===== src/rtl/axis_psk_frame_pkg.sv =====
// ---------------------------------------------------------------------------
// axis_psk_frame_pkg
// Shared definitions for the transmit-side PSK frame builder:
//   - frame_state_e : frame builder FSM states
//   - DEF_*         : default preamble byte, sync word, CRC polynomial/init
//   - crc8_byte()   : one-byte CRC-8 update, MSB-first, no reflection
// ---------------------------------------------------------------------------
package axis_psk_frame_pkg;

  typedef enum logic [2:0] {
    IDLE = 3'd0,
    PRE  = 3'd1,
    SYNC = 3'd2,
    LEN  = 3'd3,
    PAY  = 3'd4,
    CRC  = 3'd5
  } frame_state_e;

  localparam logic [7:0]  DEF_PREAMBLE_BYTE = 8'h55;
  localparam logic [15:0] DEF_SYNC_WORD     = 16'hD391;
  localparam logic [7:0]  DEF_CRC_POLY      = 8'h07;
  localparam logic [7:0]  DEF_CRC_INIT      = 8'h00;

  // Byte-wide CRC-8 step: the data byte is folded into the register first,
  // then eight shift/conditional-XOR steps are applied MSB first.
  function automatic logic [7:0] crc8_byte(input logic [7:0] crc,
                                           input logic [7:0] data,
                                           input logic [7:0] poly);
    logic [7:0] c;
    c = crc ^ data;
    for (int i = 0; i < 8; i++) begin
      if (c[7]) begin
        c = {c[6:0], 1'b0} ^ poly;
      end else begin
        c = {c[6:0], 1'b0};
      end
    end
    return c;
  endfunction

endpackage


===== src/rtl/axis_psk_frame_gen.sv =====
// ---------------------------------------------------------------------------
// axis_psk_frame_gen
// Builds one framed byte stream per start request and writes it to the frame
// buffer FIFO over AXI-Stream:
//   preamble (PREAMBLE_LEN x PREAMBLE_BYTE), sync word (MSB byte first),
//   length byte, len payload bytes pulled from upstream, CRC-8 trailer.
// The CRC covers the length byte and the payload bytes.
//
// Ports:
//   s_axis_aclk / s_axis_areset : clock, asynchronous active-high reset
//   s_axis_aclken               : symbol-rate enable; all state and
//                                 handshakes advance only when high
//   start / length              : frame request and payload byte count
//   busy / done                 : frame in progress / CRC beat transferred
//   s_axis_t{data,valid,ready}  : upstream payload byte source
//   m_axis_t{data,valid,ready,last,user} : frame bytes to the FIFO
//                                 (tuser = first preamble beat, tlast = CRC)
// ---------------------------------------------------------------------------
module axis_psk_frame_gen
  import axis_psk_frame_pkg::*;
#(
  parameter int unsigned PREAMBLE_LEN  = 32'd4,
  parameter logic [7:0]  PREAMBLE_BYTE = DEF_PREAMBLE_BYTE,
  parameter logic [15:0] SYNC_WORD     = DEF_SYNC_WORD,
  parameter logic [7:0]  CRC_POLY      = DEF_CRC_POLY,
  parameter logic [7:0]  CRC_INIT      = DEF_CRC_INIT
) (
  input  logic       s_axis_aclk,
  input  logic       s_axis_areset,
  input  logic       s_axis_aclken,
  input  logic       start,
  input  logic [7:0] length,
  output logic       busy,
  output logic       done,
  input  logic [7:0] s_axis_tdata,
  input  logic       s_axis_tvalid,
  output logic       s_axis_tready,
  output logic [7:0] m_axis_tdata,
  output logic       m_axis_tvalid,
  input  logic       m_axis_tready,
  output logic       m_axis_tlast,
  output logic       m_axis_tuser
);

  localparam logic [3:0] PRE_LAST = 4'(PREAMBLE_LEN - 32'd1);

  frame_state_e state_r, state_nxt_s;
  logic [3:0]   beat_cnt_r, beat_cnt_nxt_s;
  logic [7:0]   pay_cnt_r, pay_cnt_nxt_s;
  logic [7:0]   len_r, len_nxt_s;
  logic [7:0]   crc_r, crc_nxt_s;
  logic         xfer_s;

  // Beat presentation decoded from the registered state; PAY passes upstream through.
  always_comb begin
    m_axis_tvalid = 1'b0;
    m_axis_tdata  = 8'h00;
    m_axis_tuser  = 1'b0;
    m_axis_tlast  = 1'b0;
    s_axis_tready = 1'b0;
    done          = 1'b0;
    case (state_r)
      IDLE: begin
        m_axis_tvalid = 1'b0;
      end
      PRE: begin
        m_axis_tvalid = 1'b1;
        m_axis_tdata  = PREAMBLE_BYTE;
        m_axis_tuser  = (beat_cnt_r == 4'd0);
      end
      SYNC: begin
        m_axis_tvalid = 1'b1;
        if (beat_cnt_r == 4'd0) begin
          m_axis_tdata = SYNC_WORD[15:8];
        end else begin
          m_axis_tdata = SYNC_WORD[7:0];
        end
      end
      LEN: begin
        m_axis_tvalid = 1'b1;
        m_axis_tdata  = len_r;
      end
      PAY: begin
        m_axis_tvalid = s_axis_tvalid;
        m_axis_tdata  = s_axis_tdata;
        s_axis_tready = m_axis_tready;
      end
      CRC: begin
        m_axis_tvalid = 1'b1;
        m_axis_tdata  = crc_r;
        m_axis_tlast  = 1'b1;
        // tvalid is known high here, so the transfer reduces to ready & enable.
        done          = m_axis_tready & s_axis_aclken;
      end
      default: begin
        m_axis_tvalid = 1'b0;
      end
    endcase
  end

  assign busy   = (state_r != IDLE);
  // In PAY the output beat and the payload accept are the same handshake.
  assign xfer_s = m_axis_tvalid & m_axis_tready & s_axis_aclken;

  // Next-state, counter and CRC computation; every advance is gated by an enabled handshake.
  always_comb begin
    state_nxt_s    = state_r;
    beat_cnt_nxt_s = beat_cnt_r;
    pay_cnt_nxt_s  = pay_cnt_r;
    len_nxt_s      = len_r;
    crc_nxt_s      = crc_r;
    case (state_r)
      IDLE: begin
        if (start && s_axis_aclken) begin
          len_nxt_s      = length;
          crc_nxt_s      = CRC_INIT;
          beat_cnt_nxt_s = 4'd0;
          pay_cnt_nxt_s  = 8'd0;
          state_nxt_s    = PRE;
        end else begin
          state_nxt_s    = IDLE;
        end
      end
      PRE: begin
        if (xfer_s) begin
          if (beat_cnt_r == PRE_LAST) begin
            beat_cnt_nxt_s = 4'd0;
            state_nxt_s    = SYNC;
          end else begin
            beat_cnt_nxt_s = beat_cnt_r + 4'd1;
          end
        end else begin
          state_nxt_s = PRE;
        end
      end
      SYNC: begin
        if (xfer_s) begin
          if (beat_cnt_r == 4'd1) begin
            beat_cnt_nxt_s = 4'd0;
            state_nxt_s    = LEN;
          end else begin
            beat_cnt_nxt_s = beat_cnt_r + 4'd1;
          end
        end else begin
          state_nxt_s = SYNC;
        end
      end
      LEN: begin
        if (xfer_s) begin
          crc_nxt_s = crc8_byte(crc_r, len_r, CRC_POLY);
          // A zero-length frame skips straight to the trailer.
          if (len_r != 8'd0) begin
            pay_cnt_nxt_s = 8'd0;
            state_nxt_s   = PAY;
          end else begin
            state_nxt_s   = CRC;
          end
        end else begin
          state_nxt_s = LEN;
        end
      end
      PAY: begin
        if (xfer_s) begin
          crc_nxt_s     = crc8_byte(crc_r, s_axis_tdata, CRC_POLY);
          pay_cnt_nxt_s = pay_cnt_r + 8'd1;
          // Compare against len-1 so a 255-byte payload never wraps the counter.
          if (pay_cnt_r == (len_r - 8'd1)) begin
            state_nxt_s = CRC;
          end else begin
            state_nxt_s = PAY;
          end
        end else begin
          state_nxt_s = PAY;
        end
      end
      CRC: begin
        if (xfer_s) begin
          state_nxt_s = IDLE;
        end else begin
          state_nxt_s = CRC;
        end
      end
      default: begin
        state_nxt_s = IDLE;
      end
    endcase
  end

  // State and datapath registers; held whenever the symbol-rate enable is low.
  always_ff @(posedge s_axis_aclk or posedge s_axis_areset) begin
    if (s_axis_areset) begin
      state_r    <= IDLE;
      beat_cnt_r <= 4'd0;
      pay_cnt_r  <= 8'd0;
      len_r      <= 8'd0;
      crc_r      <= CRC_INIT;
    end else if (s_axis_aclken) begin
      state_r    <= state_nxt_s;
      beat_cnt_r <= beat_cnt_nxt_s;
      pay_cnt_r  <= pay_cnt_nxt_s;
      len_r      <= len_nxt_s;
      crc_r      <= crc_nxt_s;
    end else begin
      state_r    <= state_r;
      beat_cnt_r <= beat_cnt_r;
      pay_cnt_r  <= pay_cnt_r;
      len_r      <= len_r;
      crc_r      <= crc_r;
    end
  end

endmodule


===== config.mk =====
export PLATFORM = sky130hd
export DESIGN_NAME = axis_psk_frame_gen
export DESIGN_NICKNAME = d
export VERILOG_FILES = /design/src/rtl/axis_psk_frame_pkg.sv /design/src/rtl/axis_psk_frame_gen.sv
export SDC_FILE = /design/constraint.sdc
export NUM_CORES = 1
export LEC_CHECK = 0
export CAP_MARGIN = 20
export CORE_AREA = 8 8 98 100
export CTS_BUF_LIST = sky130_fd_sc_hd__clkbuf_4 sky130_fd_sc_hd__clkbuf_8
export CTS_CLUSTER_SIZE = 30
export DETAILED_ROUTE_END_ITERATION = 10
export DIE_AREA = 0 0 106 108
export SLEW_MARGIN = 40
export SYNTH_ARGS = -nofsm -noshare
export SYNTH_HDL_FRONTEND = slang
export SYNTH_SLANG_ARGS = --single-unit

===== constraint.sdc =====
create_clock -name s_axis_aclk -period 6.1 [get_ports s_axis_aclk]
set_input_delay 0.915 -clock s_axis_aclk [delete_from_list [all_inputs] [get_ports s_axis_aclk]]
set_output_delay 0.915 -clock s_axis_aclk [all_outputs]
set_load 0.005 [all_outputs]

==> metrics <==
status=finished, final reports clean; Setup-failing EPs final=0; worst path bufs/invs=1; largest family of logic cells by synthesized area=compound AO/OA/AOI/OAI gates; vias per cell=5.396; Critical Path AT=2630 ps; slowest CP cell=dfrtp_1; Synth Area in Compound Gates=22.90%; CTS Buffer Depth=2; Synth Instances=296; starting density of the core=32.91%; Layout Nets=346; TritonCTS buffer count=5; chip height=108 um; WL final=7202 um; first-pass GRT wire length=11820 um; critical path launch point type=flop; post-synth top area cell=dfrtp_1; commonest non-fill, non-tap cell in the layout=clkdlybuf4s50_1; H-tree levels=2; CP cell instances=or3b_1 -> nor2_1 -> clkdlybuf4s50_1; ys async rst share=100.0%; Synth Area per Inst=8.953 um2; TritonRoute pass-1 iters=4; Slew Limit Fails=0; die area=11450 um2; initial antenna violation count=0; CP max stage delay=840 ps; clock-pin slew of the registers on the worst-case setup and hold paths=70 ps; post-CTS setup buffers=0; P_sw=0.7891 mW; Worst Path Required=5180 ps; DR DRC count=0; cts repair resizes=0; Post-CTS Hold Fix Bufs=0; Synth Area in Adders=2.833%; Seq cells post-synth=31; Reg-to-Reg End=state_r[0]; Port Buffer Count=35; Achievable Freq=282.0 MHz; Final Hold Vio Count=0; Clock Power Share=9.2%; source of the critical timing path=state_r[2]; largest net degree at the start of global routing=32; Worst Setup EP=s_axis_tready; vias in the first global route=2291; area of the mapped netlist=2650 um2; Core Region=8051 um2; Clk Latency, worst-skew pair=290 ps; reg2reg path depth=5; CTS tree=done; DRT iter0 DRCs=145; GRT Util Overall=12.75%; Chip Width=106 um; most frequent cells in the layout=clkdlybuf4s50_1 (35), xnor2_1 (31), dfrtp_1 (30), nor2_1 (22), o21ai_0 (17); register-to-register setup slack=3250 ps; pwr/cell area=577.2 nW/um2; detailed placement HPWL=5326 um; Tcrit/Tclk final=58.13%; Slew @ Worst Pin=768.0 ps; Syn Nets=324; min Tclk post-route=3546 ps; area delta synth->final=18.27%; setup TNS=0 ps; number of diodes=0; Max VDD drop=0.2670 mV; share of cells above drive strength 1=7.837%; Synth warnings=0; total congestion overflow=0; Slew headroom=48.80%; Area contributors post-synth=dfrtp_1 (29%), xnor2_1 (10%), xor2_1 (4.0%), mux2_2 (3.8%), o21ai_0 (3.2%); Finished Layout Cells=424; Netlist cell types=56; kind of critical path=reg -> out; Hold Crit Class=reg -> reg; Worst Skew=12.76 ps; Leak=1.291 nW; register area share after synthesis=29.27%; Power Internal=1.020 mW; Max Cap Viol=0; Seq pwr share=24.6%; Critical Path Stages=3; Logic pwr share=66.1%; placed cell count=416; Site Rows=33; Yosys top cell area share=29.27%; final RePlAce weighted congestion=0.8547; RSZ-0062 raised after global routing=false; Antenna Nets Post-Route=0; via count=2288; Reg2Reg Launch Point=state_r[2]; CTS Sinks=31; Synth Area in XOR/XNOR=18.56%; Top Family by Delay on Critical Path=simple AND/OR/NAND/NOR gates; Post-Synth Simple-Gate Area=16.24%; element type at the critical path end=primary output; mux cell area share after synthesis=5.335%; worst-path fanout max=28; EDFF count, synth=0; ys flop type=dfrtp_1; Sw Share=43.62%; detailed-route wire length per cell=16.99 um; I/O pin cnt=36; CTS Root Cell=clkbuf_8
kinds of logic after synthesis:
logic type	after synthesis
AOI/OAI and AO/OA	86
xor gates and xnor gates	48
adders and majority gates	6
buffers and inverters	30
DFF	31
muxes	13
and+or+nand+nor	82
sequential cells by signal, indices dropped and copies added (netlist names):
| signal | flops |
|---|---|
| pay_cnt_r | 8 |
| beat_cnt_r | 4 |
| state_r | 3 |
| len_r | 8 |
| crc_r | 8 |
worst min path at each step:
stage	slack, ps	end	cells past startpoint	startpoint
detailed placement	470	beat_cnt_r[3]	1	beat_cnt_r[3]
CTS	490	beat_cnt_r[3]	1	beat_cnt_r[3]
floorplan	450	beat_cnt_r[3]	1	beat_cnt_r[3]
finish	480	beat_cnt_r[3]	1	beat_cnt_r[3]
global route	510	beat_cnt_r[3]	1	beat_cnt_r[3]
global placement	470	beat_cnt_r[3]	1	beat_cnt_r[3]
power groups by stage:
stage / combinational (mW) / clock (mW) / sequential [mW]
6_report: 1.20 / 0.167 / 0.446
5_1_grt: 1.30 / 0.178 / 0.464
4_1_cts: 1.20 / 0.169 / 0.443
3_5_place_dp: 1.19 / 0 / 0.446
3_3_place_gp: 1.19 / 0 / 0.444
2_1_floorplan: 1.02 / 0 / 0.318
through the flow:
step	total power [mW]	hold WS, ps	setup WS (ps)	utilization (%)	area, um2
final	1.809	477.2	2554	38.93	3134
after floorplan	1.341	446.1	3783	-	2650
after detailed placement	1.635	473.1	2677	37.81	3044
after global placement	1.633	472.9	2639	37.81	3044
after global routing	1.943	506.4	2403	38.93	3134
after CTS	1.815	487.2	2515	38.91	3133
cell type report:
class | count | area [um2]
Inverter | 9 | 33.78
Timing Repair Buffer | 36 | 357.8
Fill cell | 822 | 4917
Sequential cell | 31 | 777.0
Multi-Input combinational cell | 235 | 1745
Tap cell | 105 | 131.4
Clock inverter | 1 | 5.005
Clock buffer | 7 | 83.83
Yosys cell counts, types with 9 or more instances:
master,instances
dfrtp_1,31
clkbuf_1,10
o31ai_1,11
inv_1,9
nor2_1,22
nand2b_1,9
mux2_2,9
nand2_1,16
o21ai_0,17
xor2_1,12
a21oi_1,10
xnor2_1,31
metal layers:
metal	track usage [%]	vias up	wire (um)
met3	3.153	7	395
met5	0	-	0
met4	3.116	0	64
met2	20.06	65	3222
met1	17.18	1100	3520
li1	-	1116	-
(Power assumes the default switching activity.)
